$ cat config.mk
export PLATFORM = sky130hd
export DESIGN_NAME = freelist_flat
export DESIGN_NICKNAME = d
export VERILOG_FILES = /design/src/rtl/freelist_if.sv /design/src/rtl/freelist.sv /design/src/flat_wrapper.sv
export SDC_FILE = /design/constraint.sdc
export NUM_CORES = 1
export LEC_CHECK = 0
export CORE_MARGIN = 1.5
export CORE_UTILIZATION = 47
export DETAILED_ROUTE_END_ITERATION = 6
export SYNTH_ARGS = -nofsm -noshare
export SYNTH_HDL_FRONTEND = slang
export SYNTH_SLANG_ARGS = --single-unit
export TNS_END_PERCENT = 30
$ cat constraint.sdc
create_clock -name clock -period 4.1 [get_ports clock]
set_input_delay 1.025 -clock clock [delete_from_list [all_inputs] [get_ports clock]]
set_output_delay 1.025 -clock clock [all_outputs]
set_load 0.01 [all_outputs]
$ cat src/rtl/freelist_if.sv
// Rename-side bundle between dispatch/retire (master) and the physical-register free list (slave).
interface freelist_if #(
    parameter int WAYS     = 3,
    parameter int PR_BITS  = 6,
    parameter int CNT_BITS = 6
);
    logic [WAYS-1:0]         new_pr_en;
    logic [WAYS-1:0]         retire_en;
    logic [WAYS*PR_BITS-1:0] retire_t_idx;
    logic [WAYS*PR_BITS-1:0] retire_told_idx;
    logic                    branch_flush_en;
    logic [WAYS*PR_BITS-1:0] t_idx;
    logic [WAYS-1:0]         t_valid;
    logic [CNT_BITS-1:0]     free_count;

    modport master (
        output new_pr_en, retire_en, retire_t_idx, retire_told_idx, branch_flush_en,
        input  t_idx, t_valid, free_count
    );

    modport slave (
        input  new_pr_en, retire_en, retire_t_idx, retire_told_idx, branch_flush_en,
        output t_idx, t_valid, free_count
    );
endinterface

$ cat src/rtl/freelist.sv
// Physical-register free list: a ring of free tags with a speculative head, a retirement
// head used as the flush checkpoint, and a tail where retired Told tags are returned.
module freelist #(
    parameter int SUPERSCALAR_WAYS = 3,
    parameter int N_PHYS_REG       = 64,
    parameter int N_ARCH_REG       = 32,
    parameter int FL_DEPTH         = N_PHYS_REG - N_ARCH_REG
) (
    input logic       clock,
    input logic       reset,
    freelist_if.slave fl
);
    localparam int PR_BITS  = $clog2(N_PHYS_REG);
    localparam int IDX_BITS = $clog2(FL_DEPTH);
    localparam int PTR_BITS = IDX_BITS + 1;

    typedef logic [PTR_BITS-1:0] ptr_t;
    typedef logic [PR_BITS-1:0]  tag_t;

    tag_t ring_q [FL_DEPTH];
    tag_t ring_d [FL_DEPTH];
    ptr_t head_q, head_d;
    ptr_t tail_q, tail_d;
    ptr_t arch_head_q, arch_head_d;
    ptr_t count, n_pop, n_push;

    logic [SUPERSCALAR_WAYS*PR_BITS-1:0] t_idx_o;
    logic [SUPERSCALAR_WAYS-1:0]         t_valid_o;
    logic [SUPERSCALAR_WAYS-1:0]         pop_plus1;

    function automatic logic [IDX_BITS-1:0] ring_idx(input ptr_t p);
        return p[IDX_BITS-1:0];
    endfunction

    always_comb begin
        count     = tail_q - head_q;
        t_idx_o   = '0;
        t_valid_o = '0;
        for (int k = 0; k < SUPERSCALAR_WAYS; k++) begin
            t_idx_o[k*PR_BITS +: PR_BITS] = ring_q[ring_idx(head_q + ptr_t'(k))];
            t_valid_o[k]                  = (count > ptr_t'(k));
        end
    end

    assign fl.t_idx      = t_idx_o;
    assign fl.t_valid    = t_valid_o;
    assign fl.free_count = count;

    always_comb begin
        ring_d = ring_q;
        n_pop  = '0;
        n_push = '0;
        for (int w = 0; w < SUPERSCALAR_WAYS; w++) begin
            n_pop = n_pop + ptr_t'(fl.new_pr_en[w]);
        end
        // Retiring ways with a real destination append their Told in ascending way order.
        for (int w = 0; w < SUPERSCALAR_WAYS; w++) begin
            if (fl.retire_en[w] && (fl.retire_t_idx[w*PR_BITS +: PR_BITS] != '0)) begin
                ring_d[ring_idx(tail_q + n_push)] = fl.retire_told_idx[w*PR_BITS +: PR_BITS];
                n_push = n_push + ptr_t'(1);
            end
        end
        tail_d      = tail_q + n_push;
        arch_head_d = arch_head_q + n_push;
        // A flush rolls the speculative head back to the post-retirement checkpoint.
        head_d      = fl.branch_flush_en ? arch_head_d : head_q + n_pop;
    end

    always_ff @(posedge clock or negedge reset) begin
        if (!reset) begin
            for (int i = 0; i < FL_DEPTH; i++) begin
                ring_q[i] <= tag_t'(N_ARCH_REG + i);
            end
            head_q      <= '0;
            arch_head_q <= '0;
            tail_q      <= ptr_t'(FL_DEPTH);
        end else begin
            ring_q      <= ring_d;
            head_q      <= head_d;
            arch_head_q <= arch_head_d;
            tail_q      <= tail_d;
        end
    end

    assign pop_plus1 = fl.new_pr_en + SUPERSCALAR_WAYS'(1);

    a_no_underflow: assert property (@(posedge clock) disable iff (!reset)
        !fl.branch_flush_en |-> (n_pop <= count));
    a_packed_pop: assert property (@(posedge clock) disable iff (!reset)
        (fl.new_pr_en & pop_plus1) == '0);
    a_no_overflow: assert property (@(posedge clock) disable iff (!reset)
        ((count == ptr_t'(FL_DEPTH)) && !fl.branch_flush_en) |-> (n_push == '0));
endmodule

$ cat src/flat_wrapper.sv
// flat-port wrapper written by rule: the top's interface ports become plain ports
module freelist_flat 
#(
    parameter int SUPERSCALAR_WAYS = 3,
    parameter int N_PHYS_REG       = 64,
    parameter int N_ARCH_REG       = 32,
    parameter int FL_DEPTH         = N_PHYS_REG - N_ARCH_REG
)
  (clock, reset, fl_new_pr_en, fl_retire_en, fl_retire_t_idx, fl_retire_told_idx, fl_branch_flush_en, fl_t_idx, fl_t_valid, fl_free_count);
  freelist_if #(.WAYS((3)), .PR_BITS((6)), .CNT_BITS((6))) fl_i ();
  input logic clock;
  input logic reset;
  input wire logic [$bits(fl_i.new_pr_en)-1:0] fl_new_pr_en;
  input wire logic [$bits(fl_i.retire_en)-1:0] fl_retire_en;
  input wire logic [$bits(fl_i.retire_t_idx)-1:0] fl_retire_t_idx;
  input wire logic [$bits(fl_i.retire_told_idx)-1:0] fl_retire_told_idx;
  input wire logic [$bits(fl_i.branch_flush_en)-1:0] fl_branch_flush_en;
  output wire logic [$bits(fl_i.t_idx)-1:0] fl_t_idx;
  output wire logic [$bits(fl_i.t_valid)-1:0] fl_t_valid;
  output wire logic [$bits(fl_i.free_count)-1:0] fl_free_count;
  assign fl_i.new_pr_en = fl_new_pr_en;
  assign fl_i.retire_en = fl_retire_en;
  assign fl_i.retire_t_idx = fl_retire_t_idx;
  assign fl_i.retire_told_idx = fl_retire_told_idx;
  assign fl_i.branch_flush_en = fl_branch_flush_en;
  assign fl_t_idx = fl_i.t_idx;
  assign fl_t_valid = fl_i.t_valid;
  assign fl_free_count = fl_i.free_count;
  freelist #(.SUPERSCALAR_WAYS(SUPERSCALAR_WAYS), .N_PHYS_REG(N_PHYS_REG), .N_ARCH_REG(N_ARCH_REG), .FL_DEPTH(FL_DEPTH)) u_core (.clock(clock), .reset(reset), .fl(fl_i));
endmodule
==> impl_metrics.yaml, run 1 <==
placed_design:
  gp_congestion: 0.992
  portBuffers: 71
  dp_hpwl_um: 55900
clock_network:
  cts_tree: "built"
  cts.path.max_buffers: 3
  cts_buffers: 26
  path_clk_slew_ns: 0.06
  insertion_delay_ns: 0.57
  clock_sinks: 210
  cts_max_level: 1
  cts-root-buf: "clkbuf_16"
floorplanning:
  die_h_um: 207
  row_count: 74
  fp.dieW_um: 207
  die_area_um2: 43000
  core_um2: 41000
  initial_core_util_pct: 47.8
  io_pins: 72
synthesis:
  ys.flop_type: "dfstp_2"
  ys_seq_area_share_pct: 27.5
  ys_types: 64
  synth_top_area_cell: "mux4_2"
  syn_area_um2: 19600
  synthTopCellsByArea: "mux4_2 (21%), dfstp_2 (15%), mux2_2 (12%), dfrtp_1 (12%), o31ai_1 (5.5%)"
  synth_edf_count: 0
  syn_inst: 1837
  yosysWarnings: 0
  syn_area_per_cell_um2: 10.7
  synth_seq_cells: 210
  synthArstFlopShare_pct: 100
  syn-num-nets: 1909
  yosys.area.top_type_share_pct: 20.7
finish:
  diodes: 0
  n_fill_cell: 3371
  syn2layout_area_growth_pct: 24.3
  layout.nets: 2073
  drive_gt1_share_pct: 47.5
  regArea_um2: 5410
  multi_input_area_um2: 13400
  final_util_pct: 59.5
setup_path:
  cp-start-kind: "flop"
  r2r_cells: 5
  rrSetupSlack_ns: 1.08
  rr_startpoint: "u_core.tail_q[4]"
  worstSetupEndpointType: "output port"
  worstPathArrival_ns: 3.21
  critPathKind: "reg2out"
  crit_end: "fl_t_idx[11]"
  worstPathRequired_ns: 3.07
  critical_path_peak_fanout: 8
  rr_endpoint: "u_core.ring_q[81]"
  critical_path.startpoint: "u_core.head_q[0]"
route:
  wl_per_cell_um: 33.0
  vias: 18800
  wl_um: 84100
  first_iter_violations: 2696
  viasPerCell: 7.37
  ant_nets: 0
  dr.pass1.iters: 7
  drc: 7
power:
  total_power_w: 0.0262
  p_per_area_nw_per_um2: 1070
  power.leakage_nw: 8.92
  ir_drop_mv: 0.634
run_status:
  outcome: "finished, violations left"
  violations: "DRC, setup timing"
grt:
  grt_usage_pct: 38.8
  grt_max_degree: 82
  antenna_found_initial: 0
  grt_pass1_wl_um: 124000
  grt_overflow: 0
  grt_pass1_vias: 18600
timing:
  fmax_ghz: 0.236
  slew_violations: 0
  worst_slew_pin_slew_ns: 1.31
  period_needed_ns: 4.24
  setup_ws_ns: -0.140
  period_share_pct: 103
  clock_skew_ns: 0.00887
  relSlewSlack_pct: 12.4
  finalSetupViolations: 8
  grt_setup_unrepaired: "yes"
  finalHoldViolations: 0
worst_hold_path:
  hold_path.class: "reg2reg"
  min_path_cells: 1
flow_run:
  max_cap_viol_count: 0
## Yosys cell counts (19+ instances only)
master,number
ha_1,22
nand2b_1,20
mux4_2,180
a221oi_1,48
buf_1,39
nand4_1,122
nand2_1,37
dfstp_2,113
mux2_1,39
a21oi_1,116
and3_1,23
nand3_1,34
o31ai_1,144
nor3_1,137
mux2_2,216
clkbuf_1,162
inv_1,19
dfrtp_1,97
nor2b_1,54
buf_2,40
a211oi_2,21
## how the worst min path moves through the flow
stage / startpoint / end / slack [ns]
after floorplan: u_core.arch_head_q[5] / u_core.arch_head_q[5] / 0.43
after global placement: u_core.arch_head_q[5] / u_core.arch_head_q[5] / 0.47
after detailed placement: u_core.arch_head_q[5] / u_core.arch_head_q[5] / 0.46
after CTS: u_core.arch_head_q[5] / u_core.arch_head_q[5] / 0.47
after global routing: u_core.arch_head_q[5] / u_core.arch_head_q[5] / 0.49
final: u_core.arch_head_q[5] / u_core.arch_head_q[5] / 0.46
## cells by family after synthesis
family / count (synthesis) / share of synthesized area (%)
AOI/OAI and AO/OA: 380 / 14.4
xor gates and xnor gates: 24 / 1.07
adders and majority gates: 27 / 1.91
and+or+nand+nor: 496 / 14.5
DFF: 210 / 27.5
muxes: 435 / 35.3
buffers and inverters: 265 / 5.36
## metal layers
metal | global-route usage, % | routed length [µm] | up-vias
li1 | - | - | 7665
met1 | 50.3 | 30800 | 9331
met2 | 58.1 | 36700 | 1534
met3 | 11.2 | 10900 | 285
met4 | 22.4 | 5730 | 0
met5 | 0.222 | 0 | -
## report_power, final
group          switching, W  total (W)  internal (W)
Sequential          0.00139    0.00497       0.00358
Clock               0.00104    0.00253       0.00149
Combinational       0.00927     0.0187       0.00942
## state kept, by name, summed over array words and instances, names as in the netlist
register            count
u_core.head_q           6
u_core.ring_q         192
u_core.tail_q           6
u_core.arch_head_q      6
## layout make-up
type	count	area share, %
clock buffers	40	3.34
inverters	22	0.338
flip-flops and latches	210	22.2
multi-input cells	1362	55.1
clock inverters	8	0.395
well taps	532	2.73
repair buffers	379	16.0
## repair_timing
action	in CTS	in global routing
setup buffers	28	17
cloned	12	1
hold buffers	0	0
endpoints found under the setup margin	22	90
pin swaps	2	6
resized for setup	96	39
## critical path: stages (launching register included)
cell and delay, ns:
dfrtp_4 0.54, ha_4 0.32, buf_12 0.16, buf_8 0.13, mux4_2 0.51, mux4_2 0.52, mux2_4 0.32, buf_6 0.13
## through the flow
step / setup WS, ns / std cells / TNS (ns) / instance area, µm² / hold WS (ns)
after floorplan: -0.0168 / 1837 / -0.595 / 19700 / 0.432
after global placement: -0.475 / 2448 / -67.78 / 22600 / 0.468
after detailed placement: -0.501 / 2448 / -77.14 / 22600 / 0.456
after CTS: -0.147 / 2536 / -0.756 / 24200 / 0.467
after global routing: -0.146 / 2553 / -0.481 / 24400 / 0.492
final: -0.140 / 2553 / -0.342 / 24400 / 0.463
## layout by cell type, fill, tap and decap left out, types with 23 or more instances in the layout
cell type and n:
mux2_2 207, a221oi_1 48, mux2_1 39, nor2b_1 54, o31ai_1 144, nor3_1 136, nand3_1 34, mux4_2 180
nand4_1 122, buf_4 236, clkdlybuf4s50_1 46, dfstp_2 113, dfrtp_1 94, a21oi_1 108, and3_1 23, clkbuf_16 28
nand2_1 37, buf_12 38
No activity file was read; power rests on OpenSTA's default activity.
==> inputs of run 2 (changes only) <==
- PLACE_DENSITY: default -> 0.66
- clock period: 4.1 -> 3.7 ns (I/O delays scaled with it)
==> impl_metrics.yaml, run 2 (synthesized netlist as in run 1, its figures left out) <==
run_status:
  outcome: "finished, violations left"
  violations: "DRC, setup timing"
timing:
  period_share_pct: 111
  slew_violations: 0
  finalHoldViolations: 0
  period_needed_ns: 4.11
  setup_ws_ns: -0.409
  finalSetupTns_ns: -5.64
  finalSetupViolations: 22
  worst_slew_pin_slew_ns: 1.01
  fmax_ghz: 0.243
  relSlewSlack_pct: 32.6
  grt_setup_unrepaired: "yes"
  clock_skew_ns: 0.0119
floorplanning:
  core_um2: 41000
  die_area_um2: 43000
  fp.dieW_um: 207
  row_count: 74
  initial_core_util_pct: 47.8
  io_pins: 72
  die_h_um: 207
route:
  wl_um: 84000
  ant_nets: 0
  drc: 22
  vias: 18800
  wl_per_cell_um: 33.2
  viasPerCell: 7.43
  dr.pass1.iters: 7
  first_iter_violations: 2792
power:
  power.leakage_nw: 8.86
  p_per_area_nw_per_um2: 1190
  ir_drop_mv: 0.957
  sw_frac_of_total_pct: 44.7
  p_int_w: 0.0162
  switchingPower_w: 0.0131
  comb_power_share_pct: 72.2
  p_clk_share_pct: 8.8
  seqPwrFrac_pct: 19.0
setup_path:
  worstPathRequired_ns: 2.77
  worstSetupEndpointType: "output port"
  slowest_stage: "mux4_2"
  worstPathArrival_ns: 3.18
  critPathBufInv: 2
  critical_path_peak_fanout: 6
  cp-start-kind: "flop"
  cp_top_family: "multiplexers"
  critPathKind: "reg2out"
  cp_common_cell: "mux4_2"
  slowest_delay_ns: 0.57
  crit_chain: "ha_4 -> buf_12 -> mux4_2 -> mux4_2 -> mux2_4 -> buf_6"
clock_network:
  cts-root-buf: "clkbuf_16"
  cts_buffers: 27
  cts_max_level: 1
  cts_tree: "built"
  cts_hold_buf: 0
  cts.path.max_buffers: 3
  path_clk_slew_ns: 0.06
  insertion_delay_ns: 0.57
  clock_sinks: 210
grt:
  grt_overflow: 0
  grt_max_degree: 67
  grt_pass1_vias: 18800
  grt_pass1_wl_um: 124000
  grt_usage_pct: 38.4
  antenna_found_initial: 2
finish:
  regMostFlops: "u_core.ring_q"
  n_fill_cell: 3281
  syn2layout_area_growth_pct: 24.9
  largest_reg_flops: 192
  mostFrequentLayoutCells: "buf_4 (213), mux2_2 (203), mux4_2 (180)"
  drive_gt1_share_pct: 48.5
  layout.nets: 2053
  instances_no_fill: 2533
  final_common_cell: "buf_4"
placed_design:
  gp_congestion: 1.02
  place_inst: 2450
  portBuffers: 71
  dp_hpwl_um: 55600
flow_run:
  max_cap_viol_count: 0
worst_hold_path:
  hold_path.class: "in2async"
==> run 2: layer usage <==
metal / global-route usage [%] / vias up / wire length [µm]
met5: 0 / - / 0
met3: 10.5 / 320 / 11700
met1: 50.1 / 9264 / 30400
met4: 23.4 / 0 / 5540
li1: - / 7627 / -
met2: 56.8 / 1612 / 36400
==> run 2: area by class of cell <==
type | count | area, µm² | share of cell area, %
tap | 532 | 666 | 2.72
timing repair buffer | 358 | 3830 | 15.6
antenna | 1 | 2.50 | 0.0102
clock buffer | 44 | 800 | 3.26
inverter | 22 | 82.6 | 0.337
multi-input combinational | 1362 | 13700 | 55.9
clock inverter | 4 | 22.5 | 0.0919
sequential | 210 | 5410 | 22.1
==> run 2: worst paths after layout <==
path | from | slack [ns] | endpoint | depth (start not counted)
setup / recovery | u_core.head_q[1] | -0.41 | fl_t_idx[11] | 6
hold / removal | reset | 0.37 | u_core.ring_q[133] | 1
setup reg to reg | u_core.tail_q[3] | 0.85 | u_core.ring_q[37] | 7
hold reg to reg | u_core.arch_head_q[5] | 0.46 | u_core.arch_head_q[5] | 1
max in group asynchronous | reset | 2.48 | u_core.ring_q[59] | 2
min in group clock | u_core.arch_head_q[5] | 0.46 | u_core.arch_head_q[5] | 1
==> run 2: metrics by stage <==
stage | cell area [µm²] | hold slack (ns) | utilization, % | setup slack [ns] | power (W)
final | 24500 | 0.373 | 59.8 | -0.409 | 0.0292
after CTS | 24200 | 0.410 | 59.1 | -0.373 | 0.0280
after global placement | 22700 | 0.450 | 55.4 | -0.637 | 0.0235
after detailed placement | 22700 | 0.449 | 55.4 | -0.621 | 0.0239
after floorplan | 19900 | 0.432 | - | -0.148 | 0.0164
after global routing | 24500 | 0.418 | 59.7 | -0.407 | 0.0301
==> run 2: repair_timing <==
item | 4_1_cts | 5_1_grt
cloned | 11 | 3
buffers inserted | 15 | 9
pin swaps | 7 | 10
setup endpoints to repair | 38 | 105
gates resized for setup | 148 | 58
==> run 2: power by group through the flow <==
stage               Sequential, W  Combinational, W  Clock, W
floorplan                 0.00463            0.0117         0
global placement          0.00525            0.0182         0
detailed placement        0.00538            0.0185         0
CTS                       0.00538            0.0200   0.00258
global route              0.00561            0.0218   0.00266
finish                    0.00557            0.0211   0.00256
